### config.mk
export PLATFORM = sky130hd
export DESIGN_NAME = meta_array_flat
export DESIGN_NICKNAME = d
export VERILOG_FILES = /design/src/rtl/meta_array_pkg.sv /design/src/rtl/meta_array_if.sv /design/src/rtl/meta_array_way.sv /design/src/rtl/meta_array.sv /design/src/flat_wrapper.sv
export SDC_FILE = /design/constraint.sdc
export NUM_CORES = 1
export LEC_CHECK = 0
export BUFFER_PORTS_ARGS = -buffer_cell sky130_fd_sc_hd__buf_2
export CORE_UTILIZATION = 44
export CTS_BUF_LIST = sky130_fd_sc_hd__clkbuf_2
export DETAILED_ROUTE_END_ITERATION = 10
export HOLD_SLACK_MARGIN = 0.03
export PLACE_DENSITY = 0.71
export SETUP_SLACK_MARGIN = 0.05
export SYNTH_ARGS = -nofsm -noshare
export SYNTH_HDL_FRONTEND = slang
export SYNTH_SLANG_ARGS = --single-unit
export TNS_END_PERCENT = 10
### constraint.sdc
create_clock -name clk -period 1.8 [get_ports clk]
set_input_delay 0.36 -clock clk [delete_from_list [all_inputs] [get_ports clk]]
set_output_delay 0.36 -clock clk [all_outputs]
set_load 0.02 [all_outputs]
### src/rtl/meta_array_pkg.sv
// Shared types and helpers for the L1 metadata array.
package meta_array_pkg;

  typedef enum logic [0:0] {IDLE, FLUSH} flush_state_t;

  // Bit offset of way w inside the packed multi-way read bus.
  function automatic int unsigned way_offset(input int unsigned w, input int unsigned width);
    return w * width;
  endfunction

endpackage

### src/rtl/meta_array_if.sv
// Controller-side bus of the metadata array: read, write/invalidate and flush signals.
interface meta_array_if #(
  parameter int unsigned S_INDEX = 3,
  parameter int unsigned WIDTH   = 24,
  parameter int unsigned WAYS    = 2
);
  logic [S_INDEX-1:0]    rindex;
  logic [WAYS*WIDTH-1:0] dataout;
  logic [WAYS-1:0]       valid_out;
  logic [S_INDEX-1:0]    windex;
  logic [WAYS-1:0]       write_en;
  logic [WIDTH-1:0]      datain;
  logic [WAYS-1:0]       inval_en;
  logic                  flush_req;
  logic                  flush_busy;

  modport master (
    output rindex, windex, write_en, datain, inval_en, flush_req,
    input  dataout, valid_out, flush_busy
  );

  modport slave (
    input  rindex, windex, write_en, datain, inval_en, flush_req,
    output dataout, valid_out, flush_busy
  );
endinterface

### src/rtl/meta_array_way.sv
// One way of tag/state storage with valid bits; async read, sync write/invalidate/clear.
// META_ARRAY_BYPASS_EN enables the same-cycle write-to-read forward.
module meta_array_way #(
  parameter int unsigned S_INDEX = 3,
  parameter int unsigned WIDTH   = 24
) (
  input  logic               clk,
  input  logic               rst,
  input  logic [S_INDEX-1:0] rindex,
  input  logic [S_INDEX-1:0] windex,
  input  logic               write_en,
  input  logic               inval_en,
  input  logic [WIDTH-1:0]   datain,
  input  logic               clear_en,
  input  logic [S_INDEX-1:0] clear_idx,
  output logic [WIDTH-1:0]   rdata,
  output logic               rvalid
);
  localparam int unsigned NUM_SETS = 2 ** S_INDEX;

  logic [WIDTH-1:0] data_q [NUM_SETS];
  logic             vld_q  [NUM_SETS];

  // Strobes arrive pre-gated: write/invalidate and clear are never active together.
  always_ff @(posedge clk) begin
    if (rst) begin
      for (int i = 0; i < NUM_SETS; i++) begin
        data_q[i] <= '0;
        vld_q[i]  <= 1'b0;
      end
    end else begin
      if (write_en) begin
        data_q[windex] <= datain;
        vld_q[windex]  <= 1'b1;
      end else if (inval_en) begin
        vld_q[windex] <= 1'b0;
      end
      if (clear_en) begin
        vld_q[clear_idx] <= 1'b0;
      end
    end
  end

  always_comb begin
    rdata  = data_q[rindex];
    rvalid = vld_q[rindex];
`ifdef META_ARRAY_BYPASS_EN
    if (write_en && (rindex == windex)) begin
      rdata  = datain;
      rvalid = 1'b1;
    end
`endif
  end

endmodule

### src/rtl/meta_array.sv
// Multi-way L1 metadata array: flush FSM, strobe gating and per-way storage instances.
// Optional same-cycle bypass selected by META_ARRAY_BYPASS_EN (see meta_array_way).
module meta_array
  import meta_array_pkg::*;
#(
  parameter int unsigned S_INDEX = 3,
  parameter int unsigned WIDTH   = 24,
  parameter int unsigned WAYS    = 2
) (
  input logic         clk,
  input logic         rst,
  meta_array_if.slave bus
);
  localparam int unsigned NUM_SETS = 2 ** S_INDEX;
  localparam logic [S_INDEX-1:0] LastSet = S_INDEX'(NUM_SETS - 1);

  flush_state_t       state_q, state_d;
  logic [S_INDEX-1:0] cnt_q, cnt_d;
  logic               in_flush;
  logic [WAYS-1:0]    we_gated, ie_gated, way_vld;
  logic [WIDTH-1:0]   way_data [WAYS];

  assign in_flush = (state_q == FLUSH);

  always_comb begin
    state_d = state_q;
    cnt_d   = cnt_q;
    case (state_q)
      IDLE: begin
        if (bus.flush_req) begin
          state_d = FLUSH;
          cnt_d   = '0;
        end
      end
      FLUSH: begin
        cnt_d = cnt_q + S_INDEX'(1);
        if (cnt_q == LastSet) state_d = IDLE;
      end
      default: state_d = IDLE;
    endcase
  end

  always_ff @(posedge clk) begin
    if (rst) begin
      state_q <= IDLE;
      cnt_q   <= '0;
    end else begin
      state_q <= state_d;
      cnt_q   <= cnt_d;
    end
  end

  // Gating the strobes also disables the per-way bypass while flushing.
  assign we_gated = in_flush ? '0 : bus.write_en;
  assign ie_gated = in_flush ? '0 : bus.inval_en;

  for (genvar w = 0; w < WAYS; w++) begin : g_way
    meta_array_way #(
      .S_INDEX(S_INDEX),
      .WIDTH  (WIDTH)
    ) u_way (
      .clk      (clk),
      .rst      (rst),
      .rindex   (bus.rindex),
      .windex   (bus.windex),
      .write_en (we_gated[w]),
      .inval_en (ie_gated[w]),
      .datain   (bus.datain),
      .clear_en (in_flush),
      .clear_idx(cnt_q),
      .rdata    (way_data[w]),
      .rvalid   (way_vld[w])
    );
    assign bus.dataout[way_offset(w, WIDTH) +: WIDTH] = way_data[w];
  end

  assign bus.valid_out  = in_flush ? '0 : way_vld;
  assign bus.flush_busy = in_flush;

endmodule

### src/flat_wrapper.sv
// flat-port wrapper written by rule: the top's interface ports become plain ports
module meta_array_flat import meta_array_pkg::*;
#(
  parameter int unsigned S_INDEX = 3,
  parameter int unsigned WIDTH   = 24,
  parameter int unsigned WAYS    = 2
)
  (clk, rst, bus_rindex, bus_windex, bus_write_en, bus_datain, bus_inval_en, bus_flush_req, bus_dataout, bus_valid_out, bus_flush_busy);
  meta_array_if #(.S_INDEX(S_INDEX), .WIDTH(WIDTH), .WAYS(WAYS)) bus_i ();
  input logic clk;
  input logic rst;
  input wire logic [$bits(bus_i.rindex)-1:0] bus_rindex;
  input wire logic [$bits(bus_i.windex)-1:0] bus_windex;
  input wire logic [$bits(bus_i.write_en)-1:0] bus_write_en;
  input wire logic [$bits(bus_i.datain)-1:0] bus_datain;
  input wire logic [$bits(bus_i.inval_en)-1:0] bus_inval_en;
  input wire logic [$bits(bus_i.flush_req)-1:0] bus_flush_req;
  output wire logic [$bits(bus_i.dataout)-1:0] bus_dataout;
  output wire logic [$bits(bus_i.valid_out)-1:0] bus_valid_out;
  output wire logic [$bits(bus_i.flush_busy)-1:0] bus_flush_busy;
  assign bus_i.rindex = bus_rindex;
  assign bus_i.windex = bus_windex;
  assign bus_i.write_en = bus_write_en;
  assign bus_i.datain = bus_datain;
  assign bus_i.inval_en = bus_inval_en;
  assign bus_i.flush_req = bus_flush_req;
  assign bus_dataout = bus_i.dataout;
  assign bus_valid_out = bus_i.valid_out;
  assign bus_flush_busy = bus_i.flush_busy;
  meta_array #(.S_INDEX(S_INDEX), .WIDTH(WIDTH), .WAYS(WAYS)) u_core (.clk(clk), .rst(rst), .bus(bus_i));
endmodule
; ---- Word-level counts from Yosys, hierarchy flattened
; Memories as Yosys holds them, arrays and structs flattened.
; Index checks and enable logic that the tools add are counted.
; W data, S select, Z words.
[totals]
reg_bits = 4
latchBits = 0
mem_bits_rw = 400
rom_bits = 0
elab_cells = 65
memories = 4
[op_classes]
addsub = 1
n_mul = 0
div_mod_pow = 0
magnitude_cmp = 0
n_eq_ne = 2
shifts = 0
n_mux = 47
bitwise = 3
n_reduce_logical = 6
[mem_list]
columns = name, words, word_bits, rd, rd_clocked_by_memory_dff, wr, line
row1 = u_core.g_way[0].u_way.data_q, 8, 24, 1, 0, 8, meta_array_way.sv:21  ; logic [WIDTH-1:0] data_q [NUM_SETS];
row2 = u_core.g_way[1].u_way.data_q, 8, 24, 1, 0, 8, meta_array_way.sv:21
row3 = u_core.g_way[0].u_way.vld_q, 8, 1, 1, 0, 8, meta_array_way.sv:22  ; logic vld_q [NUM_SETS];
row4 = u_core.g_way[1].u_way.vld_q, 8, 1, 1, 0, 8, meta_array_way.sv:22
[op_table]
columns = op, count
row1 = $mux W24, 2
row2 = $reduce_or A24 Y1, 2
row3 = $mux W1, 33
row4 = $mux W3, 7
row5 = $mux W2, 3
row6 = $pmux W3 S2, 1
row7 = $reduce_or A1 Y1, 4
row8 = $add A3 B1 Y3 const B, 1
row9 = $eq A3 B3 Y1 const B, 1
row10 = $ne A2 B2 Y1 const B, 1
row11 = $or A1 B1 Y1, 2
row12 = $pmux W1 S2, 1
row13 = $not A1 Y1, 1

; ---- Logic depth before layout (Yosys ltp)
; Gate-level depths: netlist of run 1.
[depth]
ltp_word = 9
ltp_mapped = 6

; ---- Hierarchy
; A second synthesis of run 1 with hierarchy kept.
[unflattened]
hier_cells = 1166
hier_area_um2 = 18775.5
[by_module_without_submodules]
columns = module, n_inst, cells_per_inst, area_per_inst_um2, seq_area_each_um2
row1 = meta_array_way at u_core.g_way[1].u_way, 1, 572, 9283.9, 5925.7
row2 = meta_array_way at u_core.g_way[0].u_way, 1, 570, 9277.6, 5925.7
row3 = meta_array, 1, 24, 214.0, 80.1

; ---- Least setup slack after synthesis of run 1
; Ideal clock, no wire load.
[synth_path]
path_type = input-to-output
startpoint = input bus_rindex[0]
endpoint = output bus_dataout[10]
t_arrival_ns = 1.663
t_required_ns = 1.440
path_slack_ns = -0.223
cell_stages = 5
path_buffers = 3
cell_sequence = buf_2 -> buf_6 -> buf_6 -> mux4_2 -> mux2_2
[synth_via]
elab_chain_len = 1
[synth_rtl]
columns = element, line
row1 = start: declaration, flat_wrapper.sv:12  ; input wire logic [$bits(bus_i.rindex)-1:0] bus_rindex;
row2 = $mem_v2 Z8 W24, -
row3 = end: declaration, flat_wrapper.sv:18  ; output wire logic [$bits(bus_i.dataout)-1:0] bus_dataout;
; Every way passes these cells.

; ---- Worst setup path in the final report of run 1
[layout_path]
startpoint = memory u_core.g_way[0].u_way.data_q[3][21]
endpoint = output bus_dataout[21]
[layout_via]
elab_chain_len = 1
[layout_rtl]
columns = element, line
row1 = start: declaration, meta_array_way.sv:21
row2 = $mem_v2 Z8 W24, -
; Every way passes these cells.

==> results of run 1 <==
-- worst max-delay path, cell delays in order, from the launching register on --
cell and delay [ns]:
edfxtp_1 0.39, mux4_2 0.47, mux2_4 0.31, buf_6 0.14
-- layout make-up --
class / instances / area (um^2) / share of cell area
multi-input combinational: 623 / 6100 / 0.271
clock buffer: 147 / 736 / 0.0327
timing repair buffer: 238 / 2720 / 0.121
inverter: 3 / 11.3 / 0.000500
sequential: 404 / 12100 / 0.538
antenna: 1 / 2.50 / 0.000111
tap: 532 / 666 / 0.0296
clock inverter: 25 / 170 / 0.00756
-- logic make-up (layout without fill, tap and decap cells) --
group | Yosys count | count (layout) | share of synthesized area
and+or+nand+nor | 443 | 443 | 0.154
DFF | 404 | 404 | 0.658
muxes | 151 | 151 | 0.154
buffers and inverters | 93 | 413 | 0.0227
AOI/OAI and AO/OA | 27 | 27 | 0.0101
adders and majority gates | 2 | 2 | 0.00136
other | 0 | 1 | 0
-- power by group through the flow --
stage	clock [W]	combinational, W	sequential [W]
finish	0.00608	0.00244	0.0109
global route	0.00669	0.00258	0.0109
CTS	0.00626	0.00245	0.0109
detailed placement	0	0.00217	0.0111
global placement	0	0.00215	0.0111
floorplan	0	0.00122	0.0110
-- routing by layer --
layer	global-route usage	vias to the layer above	wire [um]
met3	0.0377	58	2240
met2	0.391	299	23600
met4	0.0688	0	705
li1	-	4709	-
met5	0	-	0
met1	0.265	5391	17700
-- how the worst max path moves through the flow --
stage	start	endpoint	slack, ns	cells after the start
after floorplan	bus_rindex[0]	bus_dataout[10]	-0.08	5
after global placement	bus_rindex[0]	bus_dataout[34]	-0.38	5
after detailed placement	bus_rindex[0]	bus_dataout[37]	-0.40	5
after CTS	u_core.g_way[0].u_way.data_q[3][21]	bus_dataout[21]	-0.99	3
after global routing	u_core.g_way[0].u_way.data_q[3][21]	bus_dataout[21]	-1.02	3
final	u_core.g_way[0].u_way.data_q[3][21]	bus_dataout[21]	-0.87	3
-- registers in the layout, indices dropped and copies added, names as in the netlist --
signal                     count
u_core.g_way.u_way.data_q    384
u_core.g_way.u_way.vld_q      16
u_core.cnt_q                   3
u_core.bus.flush_busy          1
-- synth_stat cells (3+ instances only) --
master    count
a21oi_1       5
a31oi_1       4
and2_1      384
buf_2        30
buf_6         3
clkbuf_1     49
clkbuf_2      6
dfxtp_1       4
edfxtp_1    400
inv_1         3
mux2_2       48
mux2i_1       3
mux4_2      100
nand2b_1      3
nor2_1       12
nor2_4       12
o21bai_1     16
or2_2        18
-- what timing repair did --
item | CTS | global route
pin swaps | 13 | 16
hold buffers | 32 | 0
setup endpoints to repair | 383 | 178
endpoints found under the hold margin | 405 | 0
gates resized for setup | 115 | 12
-- through the flow --
stage | utilization | worst slack [ns]
after floorplan | - | -0.0833
after global placement | 0.508 | -0.379
after detailed placement | 0.508 | -0.402
after CTS | 0.547 | -0.985
after global routing | 0.549 | -1.02
final | 0.549 | -0.868
==> impl_summary.log, run 1 <==
[metrics] WS Path Type: flip-flop to primary output
[metrics] number of ports placed on the die boundary: between 80 and 90
[metrics] worst r2r dst: u_core.g_way[1].u_way.data_q[6][2]
[metrics] main area contributors after synthesis: edfxtp_1, and2_1, mux4_2
[metrics] maximum number of pins on one net before global-route repair: 26
[metrics] Placement Cell Area: between 20000 and 25000 um^2
[metrics] largest area contributor in the netlist: edfxtp_1
[metrics] power per standard cell area: ~860 nW/um^2
[metrics] buffers inserted by post-CTS timing repair: 0
[metrics] gp weighted congestion: around 0.83
[metrics] top library cells by usage in the layout, fill and taps aside: edfxtp_1, and2_1, clkbuf_2
[metrics] nets@finish: around 1400
[metrics] port buffer count: 87
[metrics] number of DRC violations after detailed routing: 14
[metrics] share of final-layout standard cells stronger than drive strength 1: 0.381
[metrics] power share of the sequential group: 0.560
[metrics] post-layout min period: between 2 and 3 ns
[metrics] area added between synthesis and finish: 22.4%
[metrics] clock net sink count: 404
[metrics] Worst Hold End: u_core.g_way[0].u_way.data_q[3][21]
[metrics] Worst EP required: 1.44 ns
[metrics] number of inserted filler cells in the final layout: 3251
[metrics] worst setup slack for register-to-register paths: around 0.020 ns
[metrics] CP max FO: 1
[metrics] max-cap violations: 0
[metrics] part of the power in combinational logic: 0.126
[metrics] final worst path period share: 1.48
[metrics] crit end category: primary output
[metrics] total count of max-transition violations in the final report: 0
[metrics] Synth Instances: around 1100
[metrics] via count: about 10000
[metrics] data arrival time at the worst-slack endpoint: about 2.3 ns
[metrics] total net switching power: 0.00492 W
[metrics] latest clock arrival within the worst-skew pair: around 1 ns
[metrics] clock-pin transition on the worst setup and hold timing paths: ~0.10 ns
[metrics] buffers from clock root to sink, at most: 3
[metrics] number of antenna violations at the first check in global routing: 2
[metrics] Post-DP HPWL: between 20000 and 30000 um
[metrics] 1st-pass router iterations: 7
[metrics] CTS H-tree depth: 3
[metrics] RSZ-0062 raised after global routing: true
[metrics] number of synthesized register bits: 404
[metrics] failing checks: DRC, setup timing
[metrics] sw frac: 0.254
[metrics] Hold/Removal Path Class: input pin to flip-flop
[metrics] internal power component: approximately 0.014 W
[metrics] worst slew pin tran: ~0.42 ns
[metrics] number of different library cells in the post-synthesis netlist: 30
[metrics] residual overflow from global routing: 0
[metrics] post-route antenna net violation count: 0
[metrics] Synth Flop Type: edfxtp_1
[metrics] Worst Hold Margin: between 0.15 and 0.2 ns
[metrics] number of DRC violations after detailed-routing iteration 0: 750
[metrics] fmax: between 300 and 400 MHz
[metrics] Core Footprint: 41000 um^2
[metrics] library cell used as clock root buffer: clkbuf_2
[metrics] dpl cells: roughly 1800
[metrics] fraction of synthesis flops using an asynchronous set or reset pin: 0
[metrics] width of the chip: 206 um
[metrics] final instance area: roughly 23000 um^2
[metrics] via/cell ratio: roughly 5.3
[metrics] final std cells w/o fill: a little under 2000
[metrics] initial standard-cell utilization of the core: 0.448
[metrics] Yosys warnings: 0
[metrics] sequential area share after synthesis: 0.658
[metrics] # rows: 74
[metrics] final number of setup-violating endpoints: between 50 and 60
[metrics] overall global routing resource usage: 0.217
[metrics] Syn Nets: about 1200
[metrics] clock power share: 0.314
[metrics] RR Startpoint: u_core.bus.flush_busy
[metrics] CTS buffer count: 100
[metrics] Lkg Pwr: between 8 and 9 nW
[metrics] critical hold path startpoint: bus_windex[2]
[metrics] final total power: ~0.019 W
[metrics] number of global-route vias before repair: between 10000 and 15000
[metrics] count of flip-flops with a built-in enable after synthesis: 400
[metrics] number of cells on the worst hold path: 4
[metrics] clock skew after layout: approximately 0.050 ns
[metrics] wire length of the first global-routing pass: roughly 67000 um
[metrics] total die area: 42600 um^2
[metrics] sort of element at the start of the critical path: flip-flop
[metrics] share of the synthesized area in the top cell type: 0.654
[metrics] Syn Std Cell Area: roughly 18000 um^2
[metrics] total detailed-routing wirelength: about 44000 um
[metrics] CTS tree: yes
[metrics] IR drop worst, VDD: between 0.4 and 0.5 mV
[metrics] commonest non-fill, non-tap cell in the layout: edfxtp_1
[metrics] aggregate negative setup slack: -41.03 ns
[metrics] total count of hold-check failures in the final report: 0
[metrics] per-instance average area after synthesis: 16.4 um^2
[metrics] detailed-route wire length per cell: around 22 um
[metrics] run status: complete, but fails checks
[metrics] Worst Reg2Reg Path Length in Cells: 4
[metrics] worst rel slew slack: 0.717
[metrics] worst setup margin: -0.868 ns
[metrics] vertical die dimension: between 200 and 250 um
(Power assumes the default switching activity.)
==> run 2, diff against run 1 <==
==> constraint.sdc (replaced) <==
create_clock -name clk -period 1.8 [get_ports clk]
set_input_delay 0.54 -clock clk [delete_from_list [all_inputs] [get_ports clk]]
set_output_delay 0.54 -clock clk [all_outputs]
set_load 0.02 [all_outputs]
==> impl_summary.log, run 2 (synthesis results as in run 1) <==
[metrics] critical path capture point: bus_dataout[42]
[metrics] number of cells on the worst hold path: 4 (unchanged)
[metrics] IR drop worst, VDD: 0.409 mV (+2.1%)
[metrics] biggest registers after layout: u_core.g_way.u_way.data_q: 384 flops, u_core.g_way.u_way.vld_q: 16 flops, u_core.cnt_q: 3 flops
[metrics] power per standard cell area: 858 nW/um^2 (-0.39%)
[metrics] wire length of the first global-routing pass: 67600 um (+0.96%)
[metrics] CP Buf/Inv Count: 1 (unchanged)
[metrics] cell at the slowest stage of the critical path: mux4_2
[metrics] RSZ-0062 raised after global routing: true
[metrics] critical hold path startpoint: bus_inval_en[0]
[metrics] number of flip-flops in the largest register: 384 (unchanged)
[metrics] port buffer count: 87 (unchanged)
[metrics] worst setup margin: -1.04 ns (-0.169 ns)
[metrics] final instance area: 22400 um^2 (-0.64%)
[metrics] buffers inserted by post-CTS timing repair: 0 (unchanged)
[metrics] failing checks: DRC, setup timing
[metrics] total count of max-transition violations in the final report: 0 (unchanged)
[metrics] worst r2r dst: u_core.g_way[1].u_way.data_q[2][15]
[metrics] CTS H-tree depth: 3 (unchanged)
[metrics] area added between synthesis and finish: 21.7%
[metrics] commonest non-fill, non-tap cell in the layout: edfxtp_1
[metrics] number of inserted filler cells in the final layout: 3274 (+0.71%)
[metrics] Placement Cell Area: 20700 um^2 (-0.48%)
[metrics] latest clock arrival within the worst-skew pair: 0.94 ns (-0.07 ns)
[metrics] slowest cell delay on critical path: 0.47 ns (about the same)
[metrics] 1st-pass router iterations: 10 (+3)
[metrics] share of final-layout standard cells stronger than drive strength 1: 0.375 (-0.00590)
[metrics] worst slew pin tran: 0.529 ns (+0.107 ns)
[metrics] clock net sink count: 404 (unchanged)
[metrics] initial standard-cell utilization of the core: 0.448 (unchanged)
[metrics] clock skew after layout: 0.0359 ns (-0.0141 ns)
[metrics] Post-DP HPWL: 28600 um (-2.5%)
[metrics] library cell used as clock root buffer: clkbuf_2
[metrics] clock-pin transition on the worst setup and hold timing paths: 0.10 ns (about the same)
[metrics] worst rel slew slack: 0.646 (-0.0714)
[metrics] fmax: 352 MHz (-6.0%)
[metrics] post-layout min period: 2.84 ns (+0.169 ns)
[metrics] maximum number of pins on one net before global-route repair: 26 (unchanged)
[metrics] nets@finish: 1409 (unchanged)
[metrics] max-cap violations: 0 (unchanged)
[metrics] # rows: 74 (unchanged)
[metrics] register ranked first by flip-flop count: u_core.g_way.u_way.data_q
[metrics] CTS tree: yes
[metrics] number of ports placed on the die boundary: 88 (unchanged)
[metrics] buffers from clock root to sink, at most: 3 (unchanged)
[metrics] total count of hold-check failures in the final report: 0 (unchanged)
[metrics] number of DRC violations after detailed routing: 16 (+2)
[metrics] Core Footprint: 41000 um^2 (unchanged)
[metrics] number of global-route vias before repair: 11300 (+0.41%)
[metrics] number of antenna violations at the first check in global routing: 1 (-1)
[metrics] aggregate negative setup slack: -49.58 ns (-8.56 ns)
[metrics] overall global routing resource usage: 0.219 (+0.00191)
[metrics] Worst Reg2Reg Path Length in Cells: 4 (unchanged)
[metrics] residual overflow from global routing: 0 (unchanged)
[metrics] CP cell instances: mux4_2 -> mux2_4 -> buf_6
[metrics] Worst EP required: 1.26 ns (-0.18 ns)
[metrics] detailed-route wire length per cell: 22.6 um (+0.71%)
[metrics] total die area: 42600 um^2 (unchanged)
[metrics] via count: 10500 (+0.30%)
[metrics] CTS buffer count: 100 (unchanged)
[metrics] final worst path period share: 1.58 (+0.0941)
[metrics] via/cell ratio: 5.31 (about the same)
[metrics] run status: complete, but fails checks
[metrics] final number of setup-violating endpoints: 53 (+3.9%)
[metrics] post-route antenna net violation count: 0 (unchanged)
[metrics] vertical die dimension: 206 um (unchanged)
[metrics] crit end category: primary output
[metrics] gp weighted congestion: 0.800 (-4.0%)
[metrics] top library cells by usage in the layout, fill and taps aside: edfxtp_1, and2_1, clkbuf_2
[metrics] worst setup slack for register-to-register paths: -0.02 ns (-0.04 ns)
[metrics] width of the chip: 206 um (unchanged)
[metrics] sort of element at the start of the critical path: flip-flop
[metrics] total number of cells along the worst setup path: 3 (unchanged)
[metrics] critical path startpoint: u_core.g_way[1].u_way.data_q[0][18]
[metrics] data arrival time at the worst-slack endpoint: 2.30 ns (about the same)
[metrics] WS Path Type: flip-flop to primary output
[metrics] total detailed-routing wirelength: 44700 um (+0.91%)
[metrics] CP delay by family, top: multiplexers
[metrics] number of DRC violations after detailed-routing iteration 0: 706 (-5.9%)
[metrics] RR Startpoint: u_core.bus.flush_busy
[metrics] CP max FO: 1 (unchanged)
[metrics] Lkg Pwr: 8.60 nW (-0.81%)
[metrics] Hold/Removal Path Class: input pin to flip-flop
-- run 2: cell type report --
| cell class | count | area (um^2) | area share |
|---|---|---|---|
| diodes | 1 | 2.50 | 0.000112 |
| clock buffers | 135 | 676 | 0.0302 |
| clock inverters | 41 | 220 | 0.00985 |
| inverters | 3 | 11.3 | 0.000504 |
| multi-input cells | 623 | 6070 | 0.272 |
| flip-flops and latches | 404 | 12100 | 0.541 |
| well taps | 532 | 666 | 0.0298 |
| repair buffers | 238 | 2620 | 0.117 |
-- run 2: per-stage QoR --
step / total power [W] / util / setup WS (ns) / cells / hold WS [ns]
5_1_grt: 0.0200 / 0.545 / -1.17 / 1977 / 0.123
4_1_cts: 0.0194 / 0.545 / -1.17 / 1976 / 0.0710
3_3_place_gp: 0.0131 / 0.506 / -0.754 / 1772 / 0.549
2_1_floorplan: 0.0122 / - / -0.443 / 1120 / 0.527
6_report: 0.0192 / 0.545 / -1.04 / 1977 / 0.207
3_5_place_dp: 0.0132 / 0.506 / -0.776 / 1772 / 0.569
-- run 2: where the power goes --
group / switching (W) / internal (W) / leakage, nW
logic: 0.00117 / 0.00118 / 3.83
clock network: 0.00362 / 0.00234 / 0.669
registers: 0.000124 / 0.0107 / 4.11
-- run 2: tightest hold or removal path, delay by kind of cell --
kind	cells	cell delay [ns]
AND/OR/NAND/NOR	1	0.10
AO/OA/AOI/OAI	2	0.30
buffers and inverters	1	0.08
-- run 2: per-layer routing --
metal,share of wire,vias up,global-route usage
met4,0.025,0,0.0835
li1,-,4707,-
met2,0.50,339,0.369
met1,0.41,5374,0.280
met3,0.066,68,0.0448
met5,0,-,0
-- run 2: what timing repair did --
action,CTS,global route
pin swaps,8,9
hold buffers,28,0
setup endpoints to repair,429,137
endpoints found under the hold margin,366,0
resized for setup,125,4
-- run 2: worst min path at each step --
stage / endpoint / slack, ns
finish: u_core.g_way[0].u_way.vld_q[4] / 0.21
detailed placement: u_core.cnt_q[0] / 0.57
CTS: u_core.g_way[0].u_way.vld_q[4] / 0.07
global route: u_core.g_way[0].u_way.vld_q[2] / 0.12
global placement: u_core.cnt_q[0] / 0.55
floorplan: u_core.cnt_q[0] / 0.53
